## src/rtl/package_settings.sv

```systemverilog
// package_settings: data-path widths shared by the filter chain.
package package_settings;
    localparam int SIZE_FILTER_DATA = 16;
endpackage

```

## src/rtl/v4_parameters.sv

```systemverilog
// v4_parameters: timestamp width, counter width and peak-detector state encoding.
package v4_parameters;
    localparam int SIZE_TIME = 16;
    localparam int SIZE_PEAK_CNT = 16;
    typedef enum logic [1:0] {IDLE, ARMED, DEAD} peak_state_t;
endpackage

```

## src/rtl/v4_peak_detector.sv

```systemverilog
// v4_peak_detector: reports the maximum sample of each above-threshold pulse,
// with pile-up flagging and a dead time after every reported peak.
module v4_peak_detector
    import package_settings::*;
    import v4_parameters::*;
#(
    parameter int THRESHOLD = 100,
    parameter int MAX_WIDTH = 64,
    parameter int DEAD_TIME = 8
) (
    input  logic                               clk,
    input  logic                               reset,
    input  logic signed [SIZE_FILTER_DATA-1:0] input_data,
    output logic signed [SIZE_FILTER_DATA-1:0] peak_amplitude,
    output logic        [SIZE_TIME-1:0]        peak_time,
    output logic                               peak_valid,
    output logic                               pileup,
    output logic                               busy
);
    // width_cnt is cleared on the trigger sample, so it holds (above samples - 1)
    localparam logic [SIZE_PEAK_CNT-1:0] W_LAST = SIZE_PEAK_CNT'(MAX_WIDTH - 2);
    localparam logic [SIZE_PEAK_CNT-1:0] D_LAST = SIZE_PEAK_CNT'(DEAD_TIME);

    peak_state_t                        state, state_nxt;
    logic signed [SIZE_FILTER_DATA-1:0] max;
    logic        [SIZE_TIME-1:0]        timestamp, max_time;
    logic        [SIZE_PEAK_CNT-1:0]    width_cnt, dead_cnt;
    logic                               above, higher, done, pile;

    assign above  = int'(input_data) > THRESHOLD;
    assign higher = above && (input_data > max);
    assign busy   = state != IDLE;

    always_comb begin
        state_nxt = state;
        done      = 1'b0;
        pile      = 1'b0;
        unique case (state)
            IDLE:    state_nxt = above ? ARMED : IDLE;
            ARMED: begin
                done      = !above || (width_cnt >= W_LAST);
                pile      = above;
                state_nxt = done ? DEAD : ARMED;
            end
            DEAD:    state_nxt = (dead_cnt >= D_LAST && !above) ? IDLE : DEAD;
            default: state_nxt = IDLE;
        endcase
    end

    always_ff @(posedge clk) begin
        if (!reset) begin
            state          <= IDLE;
            timestamp      <= '0;
            max            <= '0;
            max_time       <= '0;
            width_cnt      <= '0;
            dead_cnt       <= '0;
            peak_amplitude <= '0;
            peak_time      <= '0;
            peak_valid     <= 1'b0;
            pileup         <= 1'b0;
        end else begin
            state      <= state_nxt;
            timestamp  <= timestamp + SIZE_TIME'(1);
            peak_valid <= done;
            if ((state == IDLE && above) || (state == ARMED && higher)) begin
                max      <= input_data;
                max_time <= timestamp;
            end
            if (state == IDLE)
                width_cnt <= '0;
            else if (state == ARMED && above && width_cnt != '1)
                width_cnt <= width_cnt + SIZE_PEAK_CNT'(1);
            dead_cnt <= (state != DEAD) ? '0 : (dead_cnt < D_LAST) ? dead_cnt + SIZE_PEAK_CNT'(1) : dead_cnt;
            // a pile-up ending sample can itself be the new maximum
            if (done) begin
                peak_amplitude <= higher ? input_data : max;
                peak_time      <= higher ? timestamp : max_time;
                pileup         <= pile;
            end
        end
    end
endmodule

```

## config.mk

```make
export PLATFORM = sky130hd
export DESIGN_NAME = v4_peak_detector
export DESIGN_NICKNAME = d
export VERILOG_FILES = /design/src/rtl/package_settings.sv /design/src/rtl/v4_parameters.sv /design/src/rtl/v4_peak_detector.sv
export SDC_FILE = /design/constraint.sdc
export NUM_CORES = 1
export LEC_CHECK = 0
export CELL_PAD_IN_SITES_DETAIL_PLACEMENT = 2
export CELL_PAD_IN_SITES_GLOBAL_PLACEMENT = 2
export CORE_UTILIZATION = 25
export CTS_CLUSTER_SIZE = 8
export DETAILED_ROUTE_END_ITERATION = 16
export GPL_ROUTABILITY_DRIVEN = 0
export PLACE_DENSITY = 0.58
export SKIP_LAST_GASP = 1
export SLEW_MARGIN = 20
export SYNTH_ARGS = -nofsm -noshare
export SYNTH_HDL_FRONTEND = slang
export SYNTH_SLANG_ARGS = --single-unit
```

## constraint.sdc

```tcl
create_clock -name clk -period 6.9 [get_ports clk]
set_input_delay 0.69 -clock clk [delete_from_list [all_inputs] [get_ports clk]]
set_output_delay 0.69 -clock clk [all_outputs]
set_load 0.02 [all_outputs]
```

* After elaboration in Yosys (flattened, before gate mapping)
Cells that the tools add are included.
Operators by class: magnitude comparators 5, muxes and demuxes 8, equality and inequality tests 4, reduce and logical (&&, ||, !) cells 13, add/sub/neg operators 3, bitwise operators 1
Operator list (number):
- adder 16 x 1 -> 16 bit (second input constant) | 3
- 2-to-1 mux 16 bit | 2
- greater-or-equal comparator 16 x 4 -> 1 bit (second input constant) | 1
- greater-or-equal comparator 16 x 6 -> 1 bit (second input constant) | 1
- greater-than comparator 16 bit | 1
- greater-than comparator 16 x 8 -> 1 bit (second input constant) | 1
- less-than comparator 16 x 4 -> 1 bit (second input constant) | 1
- != test 16 bit (second input constant) | 1
- logical AND 1 bit | 6
- case mux 2 bit (3 select lines) | 1
- 2-to-1 mux 2 bit | 2
- OR reduction 2 bit | 2
- 2-to-1 mux 1 bit | 3
- equality test 2 x 1 -> 1 bit (second input constant) | 1
- equality test 2 bit (second input constant) | 1
- zero test 2 bit | 1
- logical OR 1 bit | 2
- != test 2 bit (second input constant) | 1
- nonzero test 2 bit | 1
- zero test 1 bit | 1
- NOT 1 bit | 1
Storage, ports and cells: logic and storage cells 44, register bits 116, output and inout port bits 35, bits of input ports 18

* Depth between registers and ports, before layout
depth in word-level cells 5, depth in mapped cells 10, gate-level depth less buffers 9

* Worst setup path after synthesis
Ideal clock, no wire load.
path type input-to-reg, start point input port input_data[15], end point register peak_amplitude[0], slack 4234 ps, buffers on the path 1, arrival 2533 ps, setup time 132 ps, required time 6768 ps, stages on the path 9, cells stage by stage ha_1 > nand4_1 > nor3_1 > o31ai_1 > o2111ai_1 > mux2i_4 > buf_6 > mux2i_1 > a21oi_1
Between the ends: longest elaborated chain between the ends 4, elaborated cells on any way between the ends 7, classes of those cells order compare (2); mux (2); reduce/logical (3)
RTL lines:
- start: declaration | RTL line v4_peak_detector.sv:13 | input logic signed [SIZE_FILTER_DATA-1:0] input_data,
- greater-than comparator 16 x 8 -> 1 bit | RTL line v4_peak_detector.sv:30 | assign above = int'(input_data) > THRESHOLD;
- zero test 1 bit | RTL line v4_peak_detector.sv:41 | done = !above || (width_cnt >= W_LAST);
- logical OR 1 bit | RTL line v4_peak_detector.sv:41
- 2-to-1 mux 1 bit | RTL line v4_peak_detector.sv:38 | unique case (state)
- end signal: assignment | RTL line v4_peak_detector.sv:77 | peak_amplitude <= higher ? input_data : max;
- end: declaration | RTL line v4_peak_detector.sv:14 | output logic signed [SIZE_FILTER_DATA-1:0] peak_amplitude,
Several ways; a longest one is shown, not always the timed one. A chain may end at the register's enable or synchronous reset.

* Final worst setup path
start point input port input_data[14], end point register peak_time[7]
Between the ends: longest elaborated chain between the ends 4, elaborated cells on any way between the ends 7, classes of those cells order compare (2); mux (2); reduce/logical (3)
RTL lines:
- greater-than comparator 16 x 8 -> 1 bit | RTL line v4_peak_detector.sv:30
- zero test 1 bit | RTL line v4_peak_detector.sv:41
- logical OR 1 bit | RTL line v4_peak_detector.sv:41
- 2-to-1 mux 1 bit | RTL line v4_peak_detector.sv:38
- end signal: assignment | RTL line v4_peak_detector.sv:78 | peak_time <= higher ? timestamp : max_time;
- end: declaration | RTL line v4_peak_detector.sv:15 | output logic [SIZE_TIME-1:0] peak_time,
Several ways; a longest one is shown, not always the timed one.

==> reports/summary.txt <==
GLOBAL ROUTING
------------------------------------------------------------------------------------------------------
Overall routing resource usage ..........................................................        13.9%
Met3 track utilization from global routing ..............................................        2.94%
Wire length of the first global-routing pass ............................................      23.4 mm
Most heavily used metal layer in global routing .........................................         met2
Met1 Track Usage GR .....................................................................        16.3%
GRT met2 Usage ..........................................................................        24.3%
Number of global-route vias before repair ...............................................        4,540
Antenna violations before repair ........................................................            0
Global route overflow ...................................................................            0
Maximum number of pins on one net before global-route repair ............................           99

TIMING
------------------------------------------------------------------------------------------------------
RSZ-0062 raised after global routing ....................................................        false
Final hold viol count ...................................................................            0
Shortest period the worst path allows ...................................................      3.73 ns
Clock tree skew after final layout ......................................................   0.00765 ns
Maximum achievable frequency ............................................................      268 MHz
Period Utilization, post-route ..........................................................        54.0%
Count of pins over their slew limit .....................................................            0
Setup TNS ...............................................................................         0 ns
Slew of the pin with the lowest slew margin .............................................     0.940 ns
Setup-failing EPs final .................................................................            0
Rel. slew slack .........................................................................        37.3%

PWR
------------------------------------------------------------------------------------------------------
Worst vdd rail ir drop ..................................................................     0.148 mV
Share of power burned in the clock network ..............................................        52.2%
Gate power share ........................................................................         9.2%
Fraction of power spent switching nets ..................................................        23.2%
Switching Power .........................................................................       424 µW
Static leakage ..........................................................................      2.53 nW
Internal power ..........................................................................      1.41 mW
Total Power .............................................................................      1.83 mW
Sequential group share of total power ...................................................        38.6%
Total power divided by cell area ........................................................   278 nW/µm²

CRITICAL PATH
------------------------------------------------------------------------------------------------------
WS Path Type ............................................................................    in -> reg
Number of cells traversed by the worst register-to-register path ........................           10
Maximum fanout along the worst path .....................................................           20
Endpoint class of the critical path .....................................................     register
Critical path depth .....................................................................           10
Cell chain of the critical path ......................................................... clkdlybuf4s50_1 -> ha_1 -> nand4_1 -> nor3_1 -> o31ai_1 -> o2111ai_1 -> mux2i_4 -> buf_4 -> mux2i_1 -> a21oi_1
Sum of buffers and inverters on the critical path .......................................            2
Startpoint types ........................................................................   input port
WP data arrival .........................................................................      4.00 ns
Required time at the endpoint of the critical path ......................................      7.17 ns
Library cell contributing the largest single delay on the critical path ................. sky130_fd_sc_hd__mux2i_4
Top cell family by delay on the critical path ........................................... buffers and inverters
Stage delay of the slowest cell on the critical path ....................................      0.72 ns

CLOCK NETWORK
------------------------------------------------------------------------------------------------------
Setup fix buffers added after clock tree synthesis ......................................            0
Hold-fix buffer count after cts .........................................................            0
Clock sink count ........................................................................          116
Clock latency on the worst-skew pair ....................................................      0.41 ns
Buffer levels on the longest clock path .................................................            2
Number of clock buffers inserted by TritonCTS ...........................................           17
# resized after CTS .....................................................................            0
H-tree depth ............................................................................            4
Clock transition at the register clock pins on the worst setup and hold paths after CTS .      0.05 ns
Root buffer selected by CTS ............................................................. sky130_fd_sc_hd__clkbuf_16
CTS tree ................................................................................          yes

LOGIC SYNTHESIS
------------------------------------------------------------------------------------------------------
Number of enable-type register cells in the synthesized netlist .........................            0
Total standard cell area after synthesis ................................................     5190 µm²
Cells after synthesis ...................................................................          576
Share of the synthesized area in the top cell type ......................................        44.8%
Sequential element share of the synthesized area ........................................        44.8%
Cell type with the largest total area after synthesis ................................... sky130_fd_sc_hd__dfxtp_1
Biggest area contributors in the synthesized netlist .................................... sky130_fd_sc_hd__dfxtp_1, sky130_fd_sc_hd__mux2i_1, sky130_fd_sc_hd__nand2_1, sky130_fd_sc_hd__ha_1, sky130_fd_sc_hd__a21oi_1
Number of storage elements in the synthesis netlist .....................................          116
Top_reg_cell synth ...................................................................... sky130_fd_sc_hd__dfxtp_1
Yosys warnings ..........................................................................            0
Mean Syn Cell Area ......................................................................     9.01 µm²
Post-synth cell types ...................................................................           40
Proportion of register bits with asynchronous set or reset after synthesis ..............           0%
Post-Syn Nets ...........................................................................          615

DIE
------------------------------------------------------------------------------------------------------
Number of placement rows ................................................................           52
Die W ...................................................................................       146 µm
Vert. Die Dim ...........................................................................       146 µm
Core area ...............................................................................   20,300 µm²
Number of top-level pins ................................................................           53
Starting utilization of the core area ...................................................        25.6%
Area of the die .........................................................................   21,300 µm²

FINISH
------------------------------------------------------------------------------------------------------
Most frequent cells in the layout ....................................................... sky130_fd_sc_hd__dfxtp_1, sky130_fd_sc_hd__nand2_1, sky130_fd_sc_hd__mux2i_1, sky130_fd_sc_hd__clkdlybuf4s50_1, sky130_fd_sc_hd__nor2_1
Diodes inserted .........................................................................            0
Proportion of layout cells with a drive suffix above 1 ..................................        6.47%
Commonest non-fill, non-tap cell in the layout .......................................... sky130_fd_sc_hd__dfxtp_1
Area delta synth->final .................................................................        26.7%
Final net count .........................................................................          660
Design area .............................................................................     6570 µm²

RUN STATUS
------------------------------------------------------------------------------------------------------
Outcome .................................................................................    completed

DRT
------------------------------------------------------------------------------------------------------
Detailed-router iteration count before antenna repair ...................................            4
Wire per inst ...........................................................................      15.4 µm
Residual DRC ............................................................................            0
Mean number of vias per cell ............................................................         4.63
DRC marker count from the first detailed-route iteration ................................          144
Drt total wl ............................................................................      13.9 mm
Routed vias .............................................................................        4,186
Number of nets still failing antenna checks after routing ...............................            0

RUN
------------------------------------------------------------------------------------------------------
Maxcap violations .......................................................................            0

PLACE
------------------------------------------------------------------------------------------------------
Placed Instance Area ....................................................................     5930 µm²
Port Buffer Count .......................................................................           52
Final HPWL DP ...........................................................................      9.36 mm

MIN PATH
------------------------------------------------------------------------------------------------------
WHS Path Cells ..........................................................................            1
Hold Crit Class .........................................................................   reg -> reg

logic make-up (layout without fill, tap and decap cells):
logic type	Yosys count	count (layout)	share of synthesized area, %
buffers and inverters	55	113	4.90
AND/OR/NAND/NOR	200	200	18.0
adder cells (fa/ha/maj)	21	21	5.07
multiplexers	65	65	12.8
flip-flops	116	116	44.8
XOR/XNOR	30	30	5.07
AO/OA/AOI/OAI	89	89	9.41
stage by stage:
stage	std cells	setup slack, ns	hold WS [ns]	utilization [%]
floorplan	576	4.23	0.430	-
global placement	872	2.84	0.443	29.2
detailed placement	872	2.70	0.447	29.2
CTS	904	3.13	0.465	32.4
global route	904	2.90	0.487	32.4
finish	904	3.17	0.460	32.4
final timing paths:
check / slack (ns) / endpoint / start
worst max-delay path: 3.17 / peak_time[7] / input_data[14]
worst min-delay path: 0.46 / dead_cnt[9] / dead_cnt[9]
worst max register to register: 3.55 / peak_time[7] / max[15]
worst min register to register: 0.46 / dead_cnt[9] / dead_cnt[9]
power by group through the flow:
| stage | sequential (mW) | clock, mW | combinational [mW] |
|---|---|---|---|
| floorplan | 0.727 | 0 | 0.101 |
| global placement | 0.719 | 0 | 0.170 |
| detailed placement | 0.721 | 0 | 0.173 |
| CTS | 0.706 | 0.992 | 0.174 |
| global route | 0.709 | 1.02 | 0.188 |
| finish | 0.706 | 0.954 | 0.169 |
synthesized netlist by cell type (7+ instances only):
cell                       number
sky130_fd_sc_hd__mux2i_1       64
sky130_fd_sc_hd__xnor2_1        7
sky130_fd_sc_hd__nor2_1        44
sky130_fd_sc_hd__xor2_1        23
sky130_fd_sc_hd__a21oi_1       42
sky130_fd_sc_hd__dfxtp_1      116
sky130_fd_sc_hd__ha_1          21
sky130_fd_sc_hd__and2_1        16
sky130_fd_sc_hd__nand2_1       76
sky130_fd_sc_hd__o21ai_0       35
sky130_fd_sc_hd__nand3_1       14
sky130_fd_sc_hd__nor3_1         7
sky130_fd_sc_hd__clkbuf_1      22
sky130_fd_sc_hd__inv_1         24
sky130_fd_sc_hd__and3_1        11
sky130_fd_sc_hd__nand4_1       12
state kept, by name (all words and copies together), names as in the netlist, 2 cells and up:
register,cells
peak_time,16
state,2
width_cnt,16
max,16
timestamp,16
peak_amplitude,16
max_time,16
dead_cnt,16
routing by layer:
metal  routed length, µm  vias to the layer above
li1                    -                     2056
met1                6350                     2064
met2                7040                       53
met3                 355                       13
met4                 193                        0
met5                   0                        -
final cells by class:
| cell class | count | area, µm² |
|---|---|---|
| Timing Repair Buffer | 57 | 553 |
| Inverter | 24 | 90.1 |
| Clock buffer | 24 | 492 |
| Tap cell | 270 | 338 |
| Clock inverter | 8 | 146 |
| Fill cell | 2260 | 13700 |
| Multi-Input combinational cell | 405 | 2630 |
| Sequential cell | 116 | 2320 |
Power figures use the tool's default switching activity.
